===== src/rtl/input_cond_pkg.sv =====
// Shared types and width helpers for the button conditioner.
//   edge_mode_e : which accepted edges produce a pulse
//   SYNC_STAGES : synchroniser depth per channel
//   cnt_width() : bit width needed to hold 0..max_val
package input_cond_pkg;

  typedef enum logic [1:0] {EDGE_RISE, EDGE_FALL, EDGE_BOTH} edge_mode_e;

  localparam int unsigned SYNC_STAGES = 2;

  function automatic int unsigned cnt_width(input int unsigned max_val);
    return (max_val < 1) ? 1 : $clog2(max_val + 1);
  endfunction

endpackage


===== src/rtl/button_conditioner_if.sv =====
// Channel bundle between raw switches and the event consumers.
//   pressed : raw asynchronous inputs, 1 = pressed
//   level   : debounced level per channel
//   pulse   : one-cycle event pulse per channel
// master drives pressed and observes the outputs; slave is the conditioner.
interface button_conditioner_if #(
  parameter int unsigned N_CH = 4
);
  logic [N_CH-1:0] pressed;
  logic [N_CH-1:0] level;
  logic [N_CH-1:0] pulse;

  modport master (output pressed, input level, input pulse);
  modport slave  (input pressed, output level, output pulse);
endinterface


===== src/rtl/input_cond_channel.sv =====
// One conditioner channel: 2-flop synchroniser, stable-count debounce, edge
// pulse generation and optional hold-to-repeat.
//   clk     : system clock
//   reset   : synchronous active-high reset
//   pressed : raw asynchronous input
//   level   : debounced, registered level
//   pulse   : registered one-cycle event pulse
module input_cond_channel
  import input_cond_pkg::*;
#(
  parameter int unsigned DEBOUNCE_CYCLES = 4,
  parameter edge_mode_e  EDGE_MODE       = EDGE_RISE,
  parameter int unsigned REPEAT_EN       = 0,
  parameter int unsigned REPEAT_DELAY    = 8,
  parameter int unsigned REPEAT_PERIOD   = 4
) (
  input  logic clk,
  input  logic reset,
  input  logic pressed,
  output logic level,
  output logic pulse
);

  localparam int unsigned CntW  = cnt_width(DEBOUNCE_CYCLES);
  localparam int unsigned RMax  = (REPEAT_DELAY > REPEAT_PERIOD) ? REPEAT_DELAY : REPEAT_PERIOD;
  localparam int unsigned RcntW = cnt_width(RMax);
  localparam logic [CntW-1:0]  CntLast = CntW'(DEBOUNCE_CYCLES - 1);
  localparam logic [RcntW-1:0] RDelay  = RcntW'(REPEAT_DELAY);
  localparam logic [RcntW-1:0] RPeriod = RcntW'(REPEAT_PERIOD);
  // Repeat only makes sense when presses themselves generate pulses.
  localparam bit RepeatOn = (REPEAT_EN != 0) && (EDGE_MODE != EDGE_FALL);

  logic [SYNC_STAGES-1:0] sync_q;
  logic                   sync;
  logic                   level_q, level_d;
  logic                   pulse_q, pulse_d;
  logic [CntW-1:0]        cnt_q, cnt_d;
  logic [RcntW-1:0]       rcnt_q, rcnt_d, rcnt_inc, rtarget;
  logic                   rperiod_q, rperiod_d;
  logic                   accept, rise, fall, edge_pulse, tick;

  assign sync = sync_q[SYNC_STAGES-1];

  // Debounce: a change is accepted only after DEBOUNCE_CYCLES consecutive
  // cycles of disagreement; any return to the current level restarts.
  always_comb begin
    cnt_d   = cnt_q;
    level_d = level_q;
    accept  = 1'b0;
    if (sync == level_q) begin
      cnt_d = '0;
    end else if (cnt_q == CntLast) begin
      level_d = sync;
      cnt_d   = '0;
      accept  = 1'b1;
    end else begin
      cnt_d = cnt_q + 1'b1;
    end
  end

  assign rise = accept & level_d;
  assign fall = accept & ~level_d;

  always_comb begin
    edge_pulse = 1'b0;
    if (EDGE_MODE == EDGE_RISE)      edge_pulse = rise;
    else if (EDGE_MODE == EDGE_FALL) edge_pulse = fall;
    else                             edge_pulse = accept;
  end

  // Repeat: first tick REPEAT_DELAY cycles after the accepted press, then every
  // REPEAT_PERIOD. The counter restarts on each tick, so it stays bounded.
  // A release on the same edge takes precedence, so no tick is raised then.
  assign rtarget  = rperiod_q ? RPeriod : RDelay;
  assign rcnt_inc = rcnt_q + 1'b1;

  always_comb begin
    rcnt_d    = rcnt_q;
    rperiod_d = rperiod_q;
    tick      = 1'b0;
    if (!RepeatOn || accept || !level_q) begin
      rcnt_d    = '0;
      rperiod_d = 1'b0;
    end else if (rcnt_inc == rtarget) begin
      rcnt_d    = '0;
      rperiod_d = 1'b1;
      tick      = 1'b1;
    end else begin
      rcnt_d = rcnt_inc;
    end
  end

  assign pulse_d = edge_pulse | tick;

  always_ff @(posedge clk) begin
    if (reset) begin
      sync_q    <= '0;
      level_q   <= 1'b0;
      pulse_q   <= 1'b0;
      cnt_q     <= '0;
      rcnt_q    <= '0;
      rperiod_q <= 1'b0;
    end else begin
      sync_q    <= {sync_q[SYNC_STAGES-2:0], pressed};
      level_q   <= level_d;
      pulse_q   <= pulse_d;
      cnt_q     <= cnt_d;
      rcnt_q    <= rcnt_d;
      rperiod_q <= rperiod_d;
    end
  end

  assign level = level_q;
  assign pulse = pulse_q;

endmodule


===== src/rtl/button_conditioner.sv =====
// Multi-channel button conditioner: N_CH independent channels, each
// synchronising, debouncing and pulsing on accepted edges (with optional
// hold-to-repeat).
//   clk   : system clock
//   reset : synchronous active-high reset
//   bus   : slave side of button_conditioner_if (pressed in; level, pulse out)
module button_conditioner
  import input_cond_pkg::*;
#(
  parameter int unsigned N_CH            = 4,
  parameter int unsigned DEBOUNCE_CYCLES = 4,
  parameter edge_mode_e  EDGE_MODE       = EDGE_RISE,
  parameter int unsigned REPEAT_EN       = 0,
  parameter int unsigned REPEAT_DELAY    = 8,
  parameter int unsigned REPEAT_PERIOD   = 4
) (
  input  logic                 clk,
  input  logic                 reset,
  button_conditioner_if.slave  bus
);

  for (genvar i = 0; i < N_CH; i++) begin : g_ch
    input_cond_channel #(
      .DEBOUNCE_CYCLES (DEBOUNCE_CYCLES),
      .EDGE_MODE       (EDGE_MODE),
      .REPEAT_EN       (REPEAT_EN),
      .REPEAT_DELAY    (REPEAT_DELAY),
      .REPEAT_PERIOD   (REPEAT_PERIOD)
    ) u_ch (
      .clk     (clk),
      .reset   (reset),
      .pressed (bus.pressed[i]),
      .level   (bus.level[i]),
      .pulse   (bus.pulse[i])
    );
  end

endmodule

===== src/flat_wrapper.sv =====
// flat-port wrapper written by rule: the top's interface ports become plain ports
module button_conditioner_flat import input_cond_pkg::*;
#(
  parameter int unsigned N_CH            = 4,
  parameter int unsigned DEBOUNCE_CYCLES = 4,
  parameter edge_mode_e  EDGE_MODE       = EDGE_RISE,
  parameter int unsigned REPEAT_EN       = 0,
  parameter int unsigned REPEAT_DELAY    = 8,
  parameter int unsigned REPEAT_PERIOD   = 4
)
  (clk, reset, bus_pressed, bus_level, bus_pulse);
  button_conditioner_if #(.N_CH(N_CH)) bus_i ();
  input  logic clk;
  input  logic reset;
  input wire logic [$bits(bus_i.pressed)-1:0] bus_pressed;
  output wire logic [$bits(bus_i.level)-1:0] bus_level;
  output wire logic [$bits(bus_i.pulse)-1:0] bus_pulse;
  assign bus_i.pressed = bus_pressed;
  assign bus_level = bus_i.level;
  assign bus_pulse = bus_i.pulse;
  button_conditioner #(.N_CH(N_CH), .DEBOUNCE_CYCLES(DEBOUNCE_CYCLES), .EDGE_MODE(EDGE_MODE), .REPEAT_EN(REPEAT_EN), .REPEAT_DELAY(REPEAT_DELAY), .REPEAT_PERIOD(REPEAT_PERIOD)) u_core (.clk(clk), .reset(reset), .bus(bus_i));
endmodule

===== config.mk =====
export PLATFORM = sky130hd
export DESIGN_NAME = button_conditioner_flat
export DESIGN_NICKNAME = d
export VERILOG_FILES = /design/src/rtl/input_cond_pkg.sv /design/src/rtl/button_conditioner_if.sv /design/src/rtl/input_cond_channel.sv /design/src/rtl/button_conditioner.sv /design/src/flat_wrapper.sv
export SDC_FILE = /design/constraint.sdc
export NUM_CORES = 1
export LEC_CHECK = 0
export BUFFER_PORTS_ARGS = -buffer_cell sky130_fd_sc_hd__buf_2
export CAP_MARGIN = 10
export CORE_AREA = 4 4 48 50
export CTS_CLUSTER_SIZE = 16
export DETAILED_ROUTE_END_ITERATION = 12
export DIE_AREA = 0 0 52 54
export MAX_ROUTING_LAYER = met4
export PLACE_DENSITY = 0.75
export SETUP_SLACK_MARGIN = 0.3
export SLEW_MARGIN = 20
export SYNTH_ARGS = -nofsm -noshare
export SYNTH_HDL_FRONTEND = slang
export SYNTH_HIERARCHICAL = 1
export SYNTH_SLANG_ARGS = --single-unit

===== constraint.sdc =====
create_clock -name clk -period 2.8 [get_ports clk]
set_clock_uncertainty 0.2 [all_clocks]
set_input_delay 0.56 -clock clk [delete_from_list [all_inputs] [get_ports clk]]
set_output_delay 0.56 -clock clk [all_outputs]
set_load 0.005 [all_outputs]

; ---- Yosys cells after proc, flatten, opt, wreduce, memory -nomap -nowiden
; Cells that the tools add are included.
[totals]
out_inout_bits = 8
reg_bits = 28
word_cells = 52
inputBits = 6
[op_classes]
n_eq_ne = 8
addsub = 4
n_bitwise = 4
reduce_logical = 4
muxes = 16
[op_table]
columns = cell, count
row1 = $mux 1, 16
row2 = $add 3x1->3 const B, 4
row3 = $eq 3x2->1 const B, 4
row4 = $reduce_or 3->1, 4
row5 = $and 1x1->1, 4
row6 = $eq 1x1->1, 4

; ---- Logic depth before layout (Yosys ltp)
; Gate-level depths: netlist of run 1.
[logic_depth]
word_depth = 4
ltp_mapped = 4
mapped_depth_nobuf = 4

; ---- By module
; Netlist of run 1, hierarchy kept.
[modules_own_cells]
columns = module, cells_each, n_inst, area_per_inst_um2, seq_area_each_um2
row1 = input_cond_channel, 19, 4, 244.0, 140.1

; ---- Least setup slack after synthesis of run 1
; No wires, ideal clock.
[synth_timing]
path_type = flip-flop to flip-flop
from = register u_core.g_ch[0].u_ch.cnt_q[0]
to = register u_core.g_ch[0].u_ch.cnt_q[2]
arrival_time_ns = 0.961
slack_ns = 1.547
synth_period_minus_slack_ns = 1.253
setup_time_ns = 0.092
path_stages_with_launch = 4
t_required_ns = 2.508
n_path_buf = 0
cell_sequence = dfxtp_1 > ha_1 > ha_1 > nor4_1
[synth_via]
elab_chain_cells = 2
elab_cells_between_ends = 3
classes_between = add/sub (1) / eq/ne (1) / reduce/logical (1)
[synth_rtl]
columns = item, line_no
row1 = start: declaration, input_cond_channel.sv:37  ; logic [CntW-1:0] cnt_q, cnt_d;
row2 = start signal: assignment, input_cond_channel.sv:107  ; cnt_q <= cnt_d;
row3 = "parallel branches: the longest is 2 deep, another holds $add 3x1->3", --
; Parallel ways; which one is timed is not known.
; A chain may end at the register's enable or synchronous reset.

; ---- Worst setup path after layout of run 1
[layout_timing]
from = register u_core.g_ch[1].u_ch.level_q
to = output port bus_level[1]
[layout_lines]
columns = item, line_no
row1 = start: declaration, input_cond_channel.sv:35  ; logic level_q, level_d;
row2 = start signal: assignment, input_cond_channel.sv:105  ; level_q <= level_d;
row3 = end: declaration, flat_wrapper.sv:16  ; output wire logic [$bits(bus_i.level)-1:0] bus_level;
; No word-level cell between the ends.

==> results of run 1 <==
==> placed cells by master (no fill, tap or decap), drive strengths merged <==
cell type | netlist | routed
nor2b | 8 | 8
nor2 | 4 | 4
ha | 8 | 8
mux2i | 4 | 4
and4bb | 4 | 4
clkbuf | 0 | 3
nor4 | 8 | 8
xnor2 | 4 | 4
buf | 0 | 13
nor4b | 4 | 4
inv | 4 | 4
dfxtp | 28 | 28
==> layer usage <==
| layer | global-route usage, % | wire (um) | vias up |
|---|---|---|---|
| met1 | 11.8 | 569 | 253 |
| met4 | 10.5 | 45 | 0 |
| li1 | - | - | 302 |
| met2 | 15.5 | 547 | 10 |
| met5 | - | 0 | - |
| met3 | 3.60 | 63 | 4 |
==> kinds of logic after synthesis <==
family | Yosys count | synth area share [%]
xor+xnor | 4 | 3.59
fa+ha+maj | 8 | 10.3
buf+inv | 4 | 1.54
flops | 28 | 57.4
mux | 4 | 4.10
simple gates | 28 | 23.1
==> state kept, by name (all words and copies together), names as in the netlist <==
name and flops:
u_core/g_ch.u_ch/sync_q 8, u_core/g_ch.u_ch/level 4, u_core/g_ch.u_ch/pulse 4, u_core/g_ch.u_ch/cnt_q 12
==> worst reg2reg max path, delay by kind of cell (launching register included) <==
family / cells / cell delay [ns]
DFF: 1 / 0.34
adders and majority gates: 2 / 0.45
and+or+nand+nor: 1 / 0.28
==> worst max path at each step <==
stage | from | cells after the start | end | slack [ns]
floorplan | u_core/g_ch[0].u_ch/cnt_q[0]$_SDFF_PP0_ | 3 | u_core/g_ch[0].u_ch/cnt_q[2]$_SDFF_PP0_ | 1.55
global placement | reset | 2 | u_core/g_ch[0].u_ch/pulse$_SDFF_PP0_ | 1.23
detailed placement | reset | 2 | u_core/g_ch[2].u_ch/pulse$_SDFF_PP0_ | 1.22
CTS | u_core/g_ch[3].u_ch/level$_SDFF_PP0_ | 1 | bus_level[3] | 1.16
global route | u_core/g_ch[0].u_ch/level$_SDFF_PP0_ | 1 | bus_level[0] | 1.11
finish | u_core/g_ch[1].u_ch/level$_SDFF_PP0_ | 1 | bus_level[1] | 1.19
==> per-stage QoR <==
stage | setup WS, ns | total power [uW] | instance area, um2
final | 1.19 | 579 | 1100
after CTS | 1.16 | 590 | 1100
after global routing | 1.11 | 609 | 1100
after floorplan | 1.55 | 426 | 976
after detailed placement | 1.22 | 437 | 1070
after global placement | 1.23 | 436 | 1070
==> area by class of cell <==
type | instances | area [um2]
Fill cell | 162 | 805
Sequential cell | 28 | 561
Multi-Input combinational cell | 44 | 400
Timing Repair Buffer | 13 | 65.1
Tap cell | 27 | 33.8
Clock buffer | 3 | 22.5
Inverter | 4 | 15.0
==> report_power, final <==
group	switching (uW)	internal [uW]
combinational	9.94	8.92
sequential	3.29	405
clock	101	50.3
total	114	465
==> reports/qor.txt, run 1 <==
Outcome: finished clean
Commonest cells in the netlist: dfxtp_1 (28), ha_1 (8), nor2b_1 (8), nor4_1 (8)
Path class of the lowest-slack min-delay path: reg2reg
Antenna violations before repair: 0
Post-CTS Hold Fix Bufs: 0
Crit-path cells: buf_2
Post-Synthesis Net Count: 90
Post-layout utilization of the core: 57.7%
Clock slew at reported path FFs: 0.13 ns
Global route overflow: 0
Critical path launch point type: flip-flop
Number of failing hold endpoints at the final stage: 0
Ports placed on the boundary: 14
Total GRT Usage: 10.9%
Cell with the most instances after synthesis: dfxtp_1
Number of global-route vias before repair: 486
Die area: 2810 um2
WHS Path Cells: 1
Total wire length after detailed routing: 1230 um
Number of post-CTS setup repair buffers: 0
Core Area: 1900 um2
Biggest cell delay along the critical path: 0.41 ns
Largest fanout on the critical path: 4
Synth Instances: 76
Final number of setup-violating endpoints: 0
Synthesis-stage register bit count: 28
Layout cells sized above 1: 26.1%
CTS tree: done
CP max-delay cell: dfxtp_1
Part of the Yosys area used for sequential elements: 57.4%
Syn Area/Cell: 12.8 um2
Final setup TNS: 0 ns
Clock Tree Root: clkbuf_4
Wire length of the first global-routing pass: 2030 um
Detail-routed net length per standard cell: 10.3 um
Via/cell ratio: 4.78
Class of the most critical setup path: reg2out
Unrepaired setup endpoints after global routing: false
Worst hold path startpoint: u_core/g_ch[2].u_ch/cnt_q[0]$_SDFF_PP0_
Cell taking the most area after synthesis: dfxtp_1
Worst-margin pin slew: 0.484 ns
Top cells by area, synth: dfxtp_1 (57%), ha_1 (10%), nor4b_2 (6.2%)
Total standard cell area after synthesis: 976 um2
Final antenna-violating net count: 0
GP Congestion: 0.662
Capturing element type of the critical path: output pin
Number of standard-cell rows in the floorplan: 16
DR DRC count: 0
Number of gates resized after cts: 0
Buffer and inverter count on the worst path: 1
Ys Warns: 6
Number of pins exceeding their max-slew limit in the final report: 0
Fin crit share: 57.5%
Highest achievable clock rate: 621 MHz
Hold WS: 0.236 ns
TritonCTS buffer count: 3
Depth of the most critical reg-to-reg path: 3
Worst Hold Endpoint: u_core/g_ch[2].u_ch/cnt_q[0]$_SDFF_PP0_
Max clock buf depth: 2
Worst supply voltage drop on vdd: 333 uV
Worst relative slew slack: 67.8%
Port-buffer cells: 13
Family of cells with the greatest summed delay on the critical path: flip-flops
Maximum level of the CTS H-tree: 1
Floorplan die width: 52 um
Number of enable-type register cells in the synthesized netlist: 0
Detailed-route via count: 569
Reg-to-Reg Start: u_core/g_ch[0].u_ch/cnt_q[0]$_SDFF_PP0_
Data arrival time of the critical path: 0.85 ns
Count of unique library cells instantiated by Yosys: 10
Number of DRC markers in iteration 0: 0
Count of antenna diodes in the layout: 0
CTS sink cnt: 28
Post-Place Cells: 116
Cell Pwr Density: 527 nW/um2
End of the worst register-to-register path: u_core/g_ch[0].u_ch/cnt_q[0]$_SDFF_PP0_
Worst reg-to-reg setup slack: 1.45 ns
Clock latency on the worst-skew pair: 0.31 ns
Maximum number of pins on one net before global-route repair: 29
Top FF cell, synth: dfxtp_1
Post-synth top area share: 57.4%
Synth-to-layout area growth: 12.4%
Post-route non-filler standard cell count: 119
Cell leakage power: 0.000434 uW
Final critical path time including I/O delays and setup: 1.61 ns
Share of async-settable or async-resettable flops after synthesis: 0%
First drt pass iteration count: 1
Total Nets Final: 108
Initial core utilization: 51.3%
Maximum capacitance violations: 0
Required time worst endpoint: 2.04 ns
Die outline height: 54 um
HPWL Detailed: 896 um
Note: power is estimated with default switching activity, not from simulation.
==> inputs of run 2 (changes only) <==
==> constraint.sdc (replaced) <==
create_clock -name clk -period 1.6 [get_ports clk]
set_clock_uncertainty 0.2 [all_clocks]
set_input_delay 0.32 -clock clk [delete_from_list [all_inputs] [get_ports clk]]
set_output_delay 0.32 -clock clk [all_outputs]
set_load 0.005 [all_outputs]
==> reports/qor.txt, run 2 (same netlist as run 1, synthesis figures left out) <==
Outcome: finished clean
Biggest cell delay along the critical path: 0.36 ns
Origin of the worst setup path: u_core/g_ch[1].u_ch/level$_SDFF_PP0_
Number of global-route vias before repair: 614
First drt pass iteration count: 3
Clock slew at reported path FFs: 0.15 ns
Reg area: 573 um2
Number of DRC markers in iteration 0: 3
Core Area: 1900 um2
Fin crit share: 82.3%
Wire length of the first global-routing pass: 2550 um
Total Nets Final: 121
Total wire length after detailed routing: 1840 um
Cell leakage power: 0.000517 uW
Worst Hold Endpoint: u_core/g_ch[1].u_ch/sync_q[0]$_SDFF_PP0_
Clock Tree Root: clkbuf_4
Global route overflow: 0
Total GRT Usage: 13.1%
Number of fill cells: 134
Final number of setup-violating endpoints: 0
Cell Pwr Density: 786 nW/um2
Worst-margin pin slew: 0.376 ns
Register containing the most flip-flops in the final layout: u_core/g_ch.u_ch/cnt_q
Family of cells with the greatest summed delay on the critical path: flip-flops
Ports placed on the boundary: 14
Maximum capacitance violations: 0
HPWL Detailed: 1010 um
Antenna violations before repair: 0
Worst relative slew slack: 74.8%
DR DRC count: 0
Final setup TNS: 0 ns
TritonCTS buffer count: 3
Depth of the most critical reg-to-reg path: 3
Worst hold path startpoint: bus_pressed[1]
Buffer and inverter count on the worst path: 1
CTS sink cnt: 28
Detail-routed net length per standard cell: 13.8 um
WHS Path Cells: 2
Synth-to-layout area growth: 45.3%
Class of the most critical setup path: reg2out
Final critical path time including I/O delays and setup: 1.32 ns
Number of standard-cell rows in the floorplan: 16
Max clock buf depth: 2
Required time worst endpoint: 1.08 ns
Post-layout utilization of the core: 74.5%
Area of the multi-input gates: 567 um2
Clock latency on the worst-skew pair: 0.33 ns
Capturing element type of the critical path: output pin
Count of antenna diodes in the layout: 0
Floorplan die width: 52 um
Number of pins exceeding their max-slew limit in the final report: 0
Maximum number of pins on one net before global-route repair: 18
Unrepaired setup endpoints after global routing: true
Path class of the lowest-slack min-delay path: in2reg
Worst supply voltage drop on vdd: 792 uV
Largest fanout on the critical path: 2
Worst reg-to-reg setup slack: 0.32 ns
Initial core utilization: 51.3%
Most used cells in the layout excluding fill and tap cells: dfxtp_1 (18), buf_4 (11), dfxtp_2 (10), buf_2 (9), nor2b_1 (8)
Crit-path cells: buf_6
Die outline height: 54 um
Detailed-route via count: 649
Layout cells sized above 1: 57.5%
Hold WS: 0.00602 ns
Most frequent standard cell in the layout excluding fill and tap cells: dfxtp_1
Reg-to-Reg Start: u_core/g_ch[0].u_ch/cnt_q[0]$_SDFF_PP0_
End of the worst register-to-register path: u_core/g_ch[0].u_ch/cnt_q[2]$_SDFF_PP0_
CP max-delay cell: dfxtp_2
Number of failing hold endpoints at the final stage: 0
Flip-flop count of the largest register, all copies and words added: 12
Final antenna-violating net count: 0
Data arrival time of the critical path: 0.80 ns
Critical path launch point type: flip-flop
GP Congestion: 0.661
Via/cell ratio: 4.88
Highest achievable clock rate: 760 MHz
Port-buffer cells: 13
CTS tree: done
Registers with the most flip-flops: u_core/g_ch.u_ch/cnt_q: 12 flops, u_core/g_ch.u_ch/sync_q: 8 flops
Die area: 2810 um2
Maximum level of the CTS H-tree: 1
==> run 2: changes by cell type in the layout (fill, tap and decap cells not counted), sizes merged <==
cell | before | now
buf | 13 | 24
dlygate4sd3 | 0 | 2
clkbuf | 3 | 4
==> run 2: what timing repair did <==
item | in CTS | in global routing
hold buffers | 2 | 0
setup endpoints to repair | 25 | 23
resized for setup | 15 | 24
pin swaps | 5 | 7
hold endpoints to repair | 2 | 0
buffers inserted | 5 | 3
==> run 2: worst max path at each step <==
| stage | cells past startpoint | slack (ns) | endpoint |
|---|---|---|---|
| global placement | 3 | 0.30 | u_core/g_ch[1].u_ch/pulse$_SDFF_PP0_ |
| global route | 1 | 0.25 | bus_pulse[2] |
| floorplan | 3 | 0.35 | u_core/g_ch[0].u_ch/cnt_q[2]$_SDFF_PP0_ |
| CTS | 3 | 0.27 | u_core/g_ch[0].u_ch/cnt_q[0]$_SDFF_PP0_ |
| detailed placement | 4 | 0.27 | u_core/g_ch[2].u_ch/level$_SDFF_PP0_ |
| finish | 1 | 0.28 | bus_level[1] |
==> run 2: area by class of cell <==
class                   count  area share (%)
flip-flops and latches     28            40.4
well taps                  27            2.38
multi-input cells          44            40.0
repair buffers             26            13.6
inverters                   4            1.06
clock buffers               4            2.56
==> run 2: metal layers <==
metal  GRT usage (%)  up-vias  share of wire (%)
met4            7.86        0                1.1
li1                -      328                  -
met2            22.6       11                 57
met1            13.5      306                 39
met3            3.32        4                3.1
met5               -        -                  0
==> run 2: power breakdown <==
part / leakage (uW) / switching, uW / internal [uW] / total, uW
clock network: 0.0000210 / 200 / 139 / 339
registers: 0.000232 / 8.33 / 710 / 719
logic: 0.000264 / 27.2 / 30.3 / 57.5
==> run 2: metrics by stage <==
step | area, um2 | instances | setup slack [ns] | total power [uW]
floorplan | 976 | 76 | 0.347 | 746
global placement | 1100 | 119 | 0.305 | 769
detailed placement | 1100 | 119 | 0.268 | 771
CTS | 1230 | 130 | 0.270 | 1110
global route | 1420 | 133 | 0.245 | 1160
finish | 1420 | 133 | 0.283 | 1110
==> inputs of run 3 (changes only) <==
==> constraint.sdc (replaced) <==
create_clock -name clk -period 1.3 [get_ports clk]
set_clock_uncertainty 0.2 [all_clocks]
set_input_delay 0.26 -clock clk [delete_from_list [all_inputs] [get_ports clk]]
set_output_delay 0.26 -clock clk [all_outputs]
set_load 0.005 [all_outputs]
==> reports/qor.txt, run 3 (same netlist as run 1, synthesis figures left out) <==
GP Congestion: 0.667
Fin crit share: 104%
Ports placed on the boundary: 14
End of the worst register-to-register path: u_core/g_ch[2].u_ch/cnt_q[2]$_SDFF_PP0_
Final antenna-violating net count: 0
CTS tree: done
Die area: 2810 um2
Cell Pwr Density: 1030 nW/um2
Highest achievable clock rate: 740 MHz
Total design power: 1520 uW
Registers with the most flip-flops: u_core/g_ch.u_ch/cnt_q: 12 flops, u_core/g_ch.u_ch/sync_q: 8 flops
Total GRT Usage: 14.0%
Pre-CTS WS: 0.0811 ns
Port-buffer cells: 13
Maximum capacitance violations: 0
End point of the critical path: u_core/g_ch[2].u_ch/cnt_q[2]$_SDFF_PP0_
Layout cells sized above 1: 61.1%
Path class of the lowest-slack min-delay path: in2reg
Number of standard-cell rows in the floorplan: 16
Final critical-path setup slack: -0.0506 ns
Maximum number of pins on one net before global-route repair: 17
Flip-flop count of the largest register, all copies and words added: 12
Final number of setup-violating endpoints: 2
Number of failing hold endpoints at the final stage: 0
Capturing element type of the critical path: flip-flop
Most used cells in the layout excluding fill and tap cells: dfxtp_1 (15), dfxtp_2 (13), buf_2 (11), buf_4 (11)
Largest fanout on the critical path: 4
Number of fill cells: 117
Register containing the most flip-flops in the final layout: u_core/g_ch.u_ch/cnt_q
Wire length of the first global-routing pass: 2680 um
Via/cell ratio: 4.85
Origin of the worst setup path: u_core/g_ch[2].u_ch/level$_SDFF_PP0_
DR DRC count: 0
Number of DRC markers in iteration 0: 3
Unrepaired setup endpoints after global routing: true
Number of global-route vias before repair: 667
Detailed-route via count: 655
Die outline height: 54 um
Core Area: 1900 um2
Required time worst endpoint: 1.29 ns
Initial core utilization: 51.3%
Floorplan die width: 52 um
Post-Place Cells: 121
Worst-margin pin slew: 0.644 ns
CTS sink cnt: 28
Crit-path cells: xnor2_1 -> nor4_1
Critical path launch point type: flip-flop
Antenna violations before repair: 0
Hold WS: 0.0809 ns
HPWL Detailed: 1100 um
Depth of the most critical reg-to-reg path: 2
Detail-routed net length per standard cell: 14.2 um
Global route overflow: 0
TritonCTS buffer count: 3
Synth-to-layout area growth: 51.3%
Cell leakage power: 0.000549 uW
CP max-delay cell: xnor2_1
Biggest cell delay along the critical path: 0.54 ns
Most frequent standard cell in the layout excluding fill and tap cells: dfxtp_1
Worst relative slew slack: 56.8%
Clock Tree Root: clkbuf_4
Worst supply voltage drop on vdd: 1020 uV
Clock slew at reported path FFs: 0.15 ns
Number of pins exceeding their max-slew limit in the final report: 0
First drt pass iteration count: 3
Data arrival time of the critical path: 1.34 ns
Count of antenna diodes in the layout: 0
Class of the most critical setup path: reg2reg
Maximum level of the CTS H-tree: 1
Total wire length after detailed routing: 1920 um
Total Nets Final: 123
Reg-to-Reg Start: u_core/g_ch[2].u_ch/level$_SDFF_PP0_
Post-route non-filler standard cell count: 135
Failing checks: negative setup slack
Outcome: complete, but fails checks
Final critical path time including I/O delays and setup: 1.35 ns
Clock latency on the worst-skew pair: 0.32 ns
Max clock buf depth: 2
Worst reg-to-reg setup slack: -0.05 ns
[run 3: cell count changes in the layout (fill, tap and decap cells not counted), sizes merged]
cell          before  now
bufinv             0    1
clkbuf             4    3
dlymetal6s4s       0    2
[run 3: how the worst min path moves through the flow]
| stage | startpoint | to | slack (ns) | cells after the start |
|---|---|---|---|---|
| after floorplan | reset | u_core/g_ch[0].u_ch/cnt_q[1]$_SDFF_PP0_ | 0.12 | 1 |
| after global placement | u_core/g_ch[1].u_ch/cnt_q[0]$_SDFF_PP0_ | u_core/g_ch[1].u_ch/cnt_q[0]$_SDFF_PP0_ | 0.22 | 1 |
| after detailed placement | u_core/g_ch[0].u_ch/cnt_q[0]$_SDFF_PP0_ | u_core/g_ch[0].u_ch/cnt_q[0]$_SDFF_PP0_ | 0.23 | 1 |
| after CTS | reset | u_core/g_ch[3].u_ch/level$_SDFF_PP0_ | 0.09 | 2 |
| after global routing | reset | u_core/g_ch[0].u_ch/level$_SDFF_PP0_ | 0.09 | 2 |
| final | reset | u_core/g_ch[3].u_ch/level$_SDFF_PP0_ | 0.08 | 2 |
[run 3: through the flow]
step	cell area [um2]	TNS [ns]	util [%]
6_report	1480	-0.0651	77.6
5_1_grt	1480	-0.209	77.6
4_1_cts	1390	0	73.2
3_5_place_dp	1220	0	64.3
3_3_place_gp	1220	0	64.3
2_1_floorplan	1090	0	-
[run 3: layout make-up]
type | count | area, um2 | area share, %
clock buffers | 3 | 22.5 | 1.53
inverters | 4 | 15.0 | 1.02
repair buffers | 28 | 205 | 13.9
flip-flops and latches | 28 | 577 | 39.1
multi-input cells | 44 | 593 | 40.2
well taps | 27 | 33.8 | 2.29
clock inverters | 1 | 30.0 | 2.03
[run 3: routing by layer]
layer / vias up / routed length, um / track usage, %
li1: 334 / - / -
met1: 309 / 748 / 12.9
met2: 10 / 1090 / 25.3
met3: 2 / 53 / 3.88
met4: 0 / 26 / 8.73
met5: - / 0 / -
[run 3: worst max-delay path: cells and delay by family (launching register included)]
kind	cells	cell delay (ns)
xor+xnor	1	0.54
simple gates	1	0.12
flops	1	0.36
[run 3: report_power, final]
group | switching (uW) | internal [uW]
registers | 10.7 | 874
logic | 36.1 | 46.9
clock network | 242 | 312
[run 3: what timing repair did]
action                                  in CTS  in global routing
pin swaps                                    4                  4
resized for setup                           10                 12
hold endpoints to repair                     4                  0
buffers inserted                             5                  1
hold buffers                                 4                  0
endpoints found under the setup margin      28                 30
